$ cat src/rtl/weight_channel_scheduler.sv
// Weight channel scheduler: steps a weight buffer through CHANNEL_NUM input
// channels per layer. Each channel is loaded (with a timeout), then held ready
// until the convolution engine finishes it. A Moore FSM with registered outputs.
module weight_channel_scheduler #(
  parameter int CHANNEL_NUM       = 16,
  parameter int CHANNEL_DATAWIDTH = 5,
  parameter int TIMEOUT_CYCLES    = 15,
  parameter int COUNTER_DATAWIDTH = 4
) (
  input  logic                         clk,
  input  logic                         reset,
  input  logic                         start,
  input  logic                         weight_OK,
  input  logic                         conv_done,
  output logic                         enable,
  output logic                         change,
  output logic                         weights_valid,
  output logic [CHANNEL_DATAWIDTH-1:0] channel_index,
  output logic                         busy,
  output logic                         layer_done,
  output logic                         timeout_err
);

  localparam logic [CHANNEL_DATAWIDTH-1:0] LAST_CH =
    CHANNEL_DATAWIDTH'(CHANNEL_NUM - 1);
  localparam logic [COUNTER_DATAWIDTH-1:0] LAST_WAIT =
    COUNTER_DATAWIDTH'(TIMEOUT_CYCLES - 1);

  typedef enum logic [2:0] {
    S_IDLE,
    S_LOAD,
    S_READY,
    S_CHANGE,
    S_DONE,
    S_ERROR
  } state_t;

  state_t                         state, state_n;
  logic [COUNTER_DATAWIDTH-1:0]   wait_cnt, wait_cnt_n;
  logic [CHANNEL_DATAWIDTH-1:0]   index_n;

  // Next-state, timeout counter and channel index sequencing.
  always_comb begin
    state_n    = state;
    wait_cnt_n = wait_cnt;
    index_n    = channel_index;
    unique case (state)
      S_IDLE: begin
        if (start) begin
          state_n    = S_LOAD;
          wait_cnt_n = '0;
          index_n    = '0;
        end
      end
      S_LOAD: begin
        // weight_OK takes priority over an expiring timeout in the same cycle
        if (weight_OK) begin
          state_n    = S_READY;
          wait_cnt_n = '0;
        end else if (wait_cnt == LAST_WAIT) begin
          state_n    = S_ERROR;
          wait_cnt_n = '0;
        end else begin
          wait_cnt_n = wait_cnt + 1'b1;
        end
      end
      S_READY: begin
        if (conv_done) begin
          state_n = (channel_index == LAST_CH) ? S_DONE : S_CHANGE;
        end
      end
      S_CHANGE: begin
        state_n    = S_LOAD;
        wait_cnt_n = '0;
        index_n    = channel_index + 1'b1;
      end
      S_DONE: begin
        state_n = S_IDLE;
        index_n = '0;
      end
      S_ERROR: begin
        if (start) begin
          state_n    = S_LOAD;
          wait_cnt_n = '0;
          index_n    = '0;
        end
      end
      default: begin
        state_n    = S_IDLE;
        wait_cnt_n = '0;
        index_n    = '0;
      end
    endcase
  end

  // State, counter and outputs; outputs are registered from the next state so
  // they always match the state they describe.
  always_ff @(posedge clk or negedge reset) begin
    if (!reset) begin
      state         <= S_IDLE;
      wait_cnt      <= '0;
      channel_index <= '0;
      enable        <= 1'b0;
      change        <= 1'b0;
      weights_valid <= 1'b0;
      busy          <= 1'b0;
      layer_done    <= 1'b0;
      timeout_err   <= 1'b0;
    end else begin
      state         <= state_n;
      wait_cnt      <= wait_cnt_n;
      channel_index <= index_n;
      enable        <= (state_n == S_LOAD) || (state_n == S_READY);
      change        <= (state_n == S_CHANGE);
      weights_valid <= (state_n == S_READY);
      busy          <= (state_n != S_IDLE) && (state_n != S_ERROR);
      layer_done    <= (state_n == S_DONE);
      timeout_err   <= (state_n == S_ERROR);
    end
  end

endmodule

$ cat config.mk
export PLATFORM = sky130hd
export DESIGN_NAME = weight_channel_scheduler
export DESIGN_NICKNAME = d
export VERILOG_FILES = /design/src/rtl/weight_channel_scheduler.sv
export SDC_FILE = /design/constraint.sdc
export NUM_CORES = 1
export LEC_CHECK = 0
export ABC_AREA = 0
export BUFFER_PORTS_ARGS = -buffer_cell sky130_fd_sc_hd__buf_2
export CAP_MARGIN = 20
export CORE_UTILIZATION = 57
export CTS_BUF_LIST = sky130_fd_sc_hd__clkbuf_8
export DETAILED_ROUTE_END_ITERATION = 8
export PLACE_DENSITY = 0.8
export SETUP_SLACK_MARGIN = 0.15
export SYNTH_ARGS = -nofsm -noshare
export SYNTH_HDL_FRONTEND = slang
export SYNTH_SLANG_ARGS = --single-unit
export TNS_END_PERCENT = 20
$ cat constraint.sdc
create_clock -name clk -period 3.5 [get_ports clk]
set_clock_uncertainty 0.15 [all_clocks]
set_input_delay 0.875 -clock clk [delete_from_list [all_inputs] [get_ports clk]]
set_output_delay 0.875 -clock clk [all_outputs]
set_load 0.01 [all_outputs]
# ---- Word-level counts from Yosys, hierarchy flattened
# Cells that the tools add are included.
dict set report word_totals {
  reg_bits 18
  in_bits 5
  out_inout_bits 11
  wordCells 48
}
dict set report op_classes {
  addsub 2
  eq_ne 14
  n_mux 12
  bitwise 2
  n_reduce_logical 9
}
# cell n
set op_table {}
lappend op_table {{$mux 3} 5}
lappend op_table {{$pmux 5 s3} 1}
lappend op_table {{$eq 3x2->1 const B} 4}
lappend op_table {{$eq 3x3->1 const B} 4}
lappend op_table {{$mux 4} 3}
lappend op_table {{$pmux 3 s4} 1}
lappend op_table {{$pmux 4 s3} 1}
lappend op_table {{$eq 3x1->1 const B} 2}
lappend op_table {{$reduce_or 2->1} 3}
lappend op_table {{$add 5x1->5 const B} 1}
lappend op_table {{$eq 5x4->1 const B} 1}
lappend op_table {{$mux 5} 1}
lappend op_table {{$add 4x1->4 const B} 1}
lappend op_table {{$eq 4x4->1 const B} 1}
lappend op_table {{$reduce_and 2->1} 2}
lappend op_table {{$logic_not 3->1} 1}
lappend op_table {{$ne 3x3->1 const B} 1}
lappend op_table {{$reduce_bool 3->1} 1}
lappend op_table {{$ne 2x1->1 const B} 1}
lappend op_table {{$not 1->1} 2}
lappend op_table {{$logic_and 1x1->1} 1}
lappend op_table {{$logic_or 1x1->1} 1}

# ---- Depth between registers and ports, before layout
# Gate-level depths: netlist of run 1.
dict set report depth {
  ltp_word 6
  mapped_depth 7
  ltp_nobuf 7
}

# ---- Worst setup path before layout of run 1
# No wires, ideal clock.
dict set report synth_timing {
  path_type {register -> register}
  from {reg channel_index[0]}
  to {reg enable}
  setup_time_ps 65
  t_arrival_ps 1706
  required_time_ps 3285
  path_slack_ps 1579
  path_stages_with_launch 8
  n_path_buf 0
  synth_period_minus_slack_ps 1921
  cell_sequence {dfrtp_1 -> ha_1 -> and3_1 -> ha_1 -> nand2b_1 -> a21o_1 -> a221oi_2 -> o211a_1}
}
dict set report synth_via {
  elab_chain_len 6
  elab_cells_between_ends 7
  classes_between {eq/ne: 3; mux: 3; reduce/logical: 1}
}
# item line_no
set synth_lines {}
lappend synth_lines {{start, declared} 18} ;# output logic [CHANNEL_DATAWIDTH-1:0] channel_index,
lappend synth_lines {{start signal, assigned} 112} ;# channel_index <= index_n;
lappend synth_lines {{$eq 5x4->1 *} 69} ;# state_n = (channel_index == LAST_CH) ? S_DONE : S_CHANGE;
lappend synth_lines {{$mux 3 *} 69}
lappend synth_lines {{$mux 3 *} 68} ;# if (conv_done) begin
lappend synth_lines {{$pmux 3 s4 *} 47} ;# unique case (state)
lappend synth_lines {{via state_n[0]} 38} ;# state_t state, state_n;
lappend synth_lines {{$eq 3x1->1 or $eq 3x2->1 (tied branches)} 113} ;# enable <= (state_n == S_LOAD) || (state_n == S_READY);
lappend synth_lines {{$logic_or 1x1->1 *} 113}
lappend synth_lines {{end signal, assigned} 113}
lappend synth_lines {{end, declared} 15} ;# output logic enable,
# The timed path passes the listed nets; every way through them passes the cells marked *.
# A chain may end at the register's enable or synchronous reset.

# ---- Worst setup path in the final report of run 1
# Ends and elaborated chain as after synthesis.

==> results.cfg, run 1 <==
[setup_path]
critPathMaxFanout = 5
crit_required_ns = 3.54
cpMostUsedCell = ha_1
cp.arrival_ns = 2.09
crit_buf_inv = 0
endpoint_kind = flop
slowest_stage = dfrtp_1
crit_chain = ha_1 -> and3_1 -> ha_1 -> nand2b_1 -> a21o_1 -> a221oi_2 -> o211a_1
path_class = reg2reg
crit_family = compound AO/OA/AOI/OAI gates
critPathLaunchType = flop
slowest_delay_ns = 0.43

[sta]
rsz0062_at_grt = false
final_period_minus_worst_setup_slack_ns = 2.051
worstMarginPinSlew_ns = 0.5449
fin_hold_ws_ns = 0.3266
fin_ws_ns = 1.449
setup_viol = 0
clock.fmax_mhz = 487.6
hold_viol = 0
fin_tns_setup_ns = 0
max_slew_margin_pct = 63.68
final.period_utilization_pct = 58.60
timing_max_transition_violations_final = 0

[logic_synthesis]
yosysWarnings = 0
ys_ff_latch = 18
yosys-mux-area-fraction_pct = 4.056
syn_area_per_cell_um2 = 9.972
netlist.area_leader.share_pct = 45.63
synth-main-ff-cell = dfrtp_1
synth_top_family_by_area = compound AO/OA/AOI/OAI gates
synth_compound_area_share_pct = 20.41
yosys.area.top_type = dfrtp_1
syn_nets = 108
ys_types = 36
syn_inst = 99
netlist_top_cells_area = dfrtp_1 46%, ha_1 5.1%, nand2_1 4.6%
synthSimpleGateAreaFrac_pct = 19.01
yosysSeqAreaShare_pct = 45.63
ys_async_sr_fraction_pct = 100.0
synth_xor_area_share_pct = 0
syn_area_um2 = 987.2
synth_edf_count = 0
synth_fa_ha_area_share_pct = 5.070

[pwr]
p_leak_nw = 0.5242
pwr_density_cell_nw_per_um2 = 801.0
peakVddDrop_uv = 483.3

[routing]
first_pass_iters = 4
ant_nets = 0
drt_iter0_drc = 24
vias_per_cell = 5.931
drc_errors = 0
wl_mm = 1.787
wl_per_cell_um = 13.75
vias = 771

[job]
maxCapViolCount = 0

[die]
row_count = 14
die_y_um = 43.62
dieArea_um2 = 1902
ios = 16
die_x_um = 43.62
initial_core_util_pct = 63.32
coreArea_um2 = 1559

[clock_tree]
clock-root-buffer = clkbuf_8
h-tree-depth = 1
clk_latency_ns = 0.25
hold_buffers = 0
cts_resized = 0
cts_tree = built
cts_made_buffers = 3
cts_sinks = 18
clk_pin_slew_worst_paths_ns = 0.07
cts_setup_buffers = 0
clock_path_buffers = 2

[status]
outcome = finished clean

[cells_and_area]
stdcell_count = 130
drive_gt1_share_pct = 22.81
antenna_cells = 0
syn_to_final_growth_pct = 11.66
nNetsFinal = 124
final_cell_area_um2 = 1102

[global_route]
track_usage_pct = 22.08
grt_pass1_wl_mm = 3.049
grt_start_max_net_pins = 19
grt_remaining_overflow = 0
grt_pass1_vias = 724
antenna_found_initial = 0

[place]
placed_cells = 126
hpwl_mm = 1.290
place_area_um2 = 1047
port_buffers = 15
dp_slack_ns = 1.463
gp_congestion = 0.8316

[hold_path]
hold_path_class = reg2reg
kinds of logic (layout without fill, tap and decap cells):
kind of cell,after synthesis,in the layout
muxes,4,4
AOI/OAI and AO/OA,27,27
DFF,18,18
buffers and inverters,10,25
adders and majority gates,4,4
and+or+nand+nor,36,36
worst register-to-register path: stages, from the launching register on:
cell,delay (ns)
dfrtp_1,0.43
ha_1,0.23
and3_1,0.15
ha_1,0.22
nand2b_1,0.15
a21o_1,0.19
a221oi_2,0.30
o211a_1,0.17
through the flow:
step	power, W	util (%)
2_1_floorplan	0.0006316	-
3_3_place_gp	0.0007032	67.18
3_5_place_dp	0.0007194	67.18
4_1_cts	0.0008916	70.71
5_1_grt	0.0009513	70.71
6_report	0.0008830	70.71
power by group:
group | internal, W | switching, W | total [W]
sequential | 0.000272 | 0.0000920 | 0.000365
combinational | 0.000168 | 0.000182 | 0.000350
clock | 0.0000999 | 0.0000686 | 0.000168
total | 0.000540 | 0.000343 | 0.000883
cells in the mapped netlist, drive strengths merged, types with 2 or more instances:
cell,count
dfrtp,18
nand2,12
o21ai,7
inv,6
nor2,6
nand3,5
buf,4
ha,4
mux2i,4
nand2b,4
a21oi,3
a21o,2
a221oi,2
a31oi,2
nor2b,2
nor3b,2
o211ai,2
o31ai,2
cell usage in the layout (no fill, tap or decap), types with 3 or more instances in the layout:
master	Yosys	routed
dfrtp_1	18	18
buf_2	1	15
nand2_1	12	12
o21ai_1	6	6
inv_1	5	5
nand3_1	5	5
nor2_1	5	5
nand2b_1	4	4
mux2i_1	4	4
ha_1	4	4
clkbuf_8	0	4
a21oi_1	3	3
state kept, by name, indices dropped and copies added (netlist names):
register,cells
layer_done,1
wait_cnt,4
weights_valid,1
busy,1
state,3
enable,1
channel_index,5
timeout_err,1
change,1
worst paths after layout:
kind	startpoint	end	slack, ns	cells after the start
worst min register to register	wait_cnt[3]	wait_cnt[3]	0.33	1
max in group asynchronous	reset	state[0]	2.54	1
worst max-delay path	channel_index[0]	enable	1.45	7
min in group asynchronous	reset	wait_cnt[2]	0.38	1
worst max register to register	channel_index[0]	enable	1.45	7
worst min-delay path	wait_cnt[3]	wait_cnt[3]	0.33	1
per-layer routing:
layer,track usage [%],vias to the layer above,routed length (um)
met3,3.750,4,53
met1,27.25,374,741
met4,11.88,0,23
li1,-,381,-
met2,36.72,12,970
met5,0,-,0
cell type report:
cell class / count / area [um2]
multi-input cells: 71 / 479.2
fillers: 129 / 456.7
flip-flops and latches: 18 / 450.4
repair buffers: 15 / 75.07
clock buffers: 4 / 55.05
inverters: 6 / 22.52
well taps: 16 / 20.02
No activity file was read; power rests on OpenSTA's default activity.
==> inputs of run 2 (changes only) <==
- clock period: 3.5 -> 2.1 ns (I/O delays scaled with it)
==> results.cfg, run 2 (same netlist as run 1, synthesis figures left out) <==
[global_route]
antenna_found_initial = 0
track_usage_pct = 23.28
grt_pass1_wl_mm = 3.180
grt_pass1_vias = 731
grt_start_max_net_pins = 19
grt_remaining_overflow = 0

[clock_tree]
clk_latency_ns = 0.25
h-tree-depth = 1
cts_tree = built
cts_made_buffers = 3
cts_sinks = 18
clock_path_buffers = 2
clk_pin_slew_worst_paths_ns = 0.06
clock-root-buffer = clkbuf_8

[setup_path]
endpoint = enable
crit_start = channel_index[1]
path_class = reg2reg
critPathLaunchType = flop
critPathMaxFanout = 3
crit_required_ns = 2.14
reg2regPathDepth = 7
endpoint_kind = flop
reg2reg_slack_ns = 0.21
reg2reg_to = enable
cp.arrival_ns = 1.93
regToRegStartpoint = channel_index[1]

[sta]
clock.fmax_mhz = 530.3
setup_viol = 0
hold_viol = 0
timing_max_transition_violations_final = 0
rsz0062_at_grt = false
max_slew_margin_pct = 60.29
final.period_utilization_pct = 89.79
worstMarginPinSlew_ns = 0.5957
fin_tns_setup_ns = 0
final_period_minus_worst_setup_slack_ns = 1.886

[place]
port_buffers = 15
gp_congestion = 0.8356
hpwl_mm = 1.417

[die]
die_y_um = 43.62
coreArea_um2 = 1559
initial_core_util_pct = 63.32
row_count = 14
dieArea_um2 = 1902
ios = 16
die_x_um = 43.62

[routing]
wl_per_cell_um = 16.13
wl_mm = 2.161
drt_iter0_drc = 31
first_pass_iters = 4
ant_nets = 0
vias_per_cell = 6.134
vias = 822
drc_errors = 0

[cells_and_area]
largestRegisters = channel_index x5, wait_cnt x4, state x3
nNetsFinal = 129
syn_to_final_growth_pct = 16.86
final_cell_mix = 18 x dfrtp_1, 15 x buf_2, 12 x nand2_1
final_common_cell = dfrtp_1
largest_reg_flops = 5
largest_register = channel_index
antenna_cells = 0
drive_gt1_share_pct = 28.81

[hold_path]
hold_path_class = in2async

[pwr]
p_leak_nw = 0.5394
power_w = 0.001529
peakVddDrop_uv = 869.0
pwr_density_cell_nw_per_um2 = 1325

[job]
maxCapViolCount = 0

[status]
outcome = finished clean
run 2: stage by stage:
| step | hold slack, ns | setup WS, ns | instances | util (%) | instance area, um2 |
|---|---|---|---|---|---|
| 2_1_floorplan | 0.07941 | 0.1786 | 99 | - | 987.2 |
| 6_report | 0.04126 | 0.2144 | 134 | 74.00 | 1154 |
| 5_1_grt | 0.07559 | 0.1446 | 134 | 74.00 | 1154 |
| 3_3_place_gp | 0.3188 | 0.2114 | 129 | 68.62 | 1070 |
| 4_1_cts | 0.05868 | 0.1598 | 132 | 71.43 | 1114 |
| 3_5_place_dp | 0.3243 | 0.1536 | 129 | 68.62 | 1070 |
run 2: how the worst min path moves through the flow:
stage	startpoint	endpoint	slack [ns]	cells after the start
final	reset	wait_cnt[2]	0.04	1
after floorplan	reset	busy	0.08	0
after detailed placement	wait_cnt[3]	wait_cnt[3]	0.32	1
after CTS	reset	wait_cnt[2]	0.06	1
after global routing	reset	wait_cnt[2]	0.08	1
after global placement	reset	wait_cnt[0]	0.32	1
run 2: area by class of cell:
cell class	instances	area, um2
multi-input cells	71	506.7
repair buffers	20	112.6
well taps	16	20.02
fillers	110	405.4
inverters	6	22.52
clock buffers	3	41.29
flip-flops and latches	18	450.4
run 2: layer usage:
metal  track usage (%)  share of wire [%]  vias to the layer above  wire (um)
met4             13.13                2.6                        0         57
met3             3.750                4.8                        9        103
met1             29.67                 41                      395        884
met2             37.61                 52                       26       1117
met5                 0                  0                        -          0
li1                  -                  -                      392          -
run 2: worst max-delay path, cell delays in order, from the launching register on:
cell and delay (ns):
dfrtp_1 0.38, ha_2 0.20, and3_4 0.16, ha_4 0.16, nand2b_4 0.13, a21o_1 0.18, a221oi_2 0.28, o211a_1 0.20
run 2: repair_timing:
action | 4_1_cts | 5_1_grt
setup endpoints to repair | 1 | 2
gates resized for setup | 1 | 4
pin swaps | 1 | 4
buffers inserted | 0 | 2
hold buffers | 0 | 0
run 2: power breakdown:
part	internal (W)	total (W)	switching, W
clock network	0.000127	0.000235	0.000108
logic	0.000333	0.000709	0.000376
registers	0.000455	0.000584	0.000129
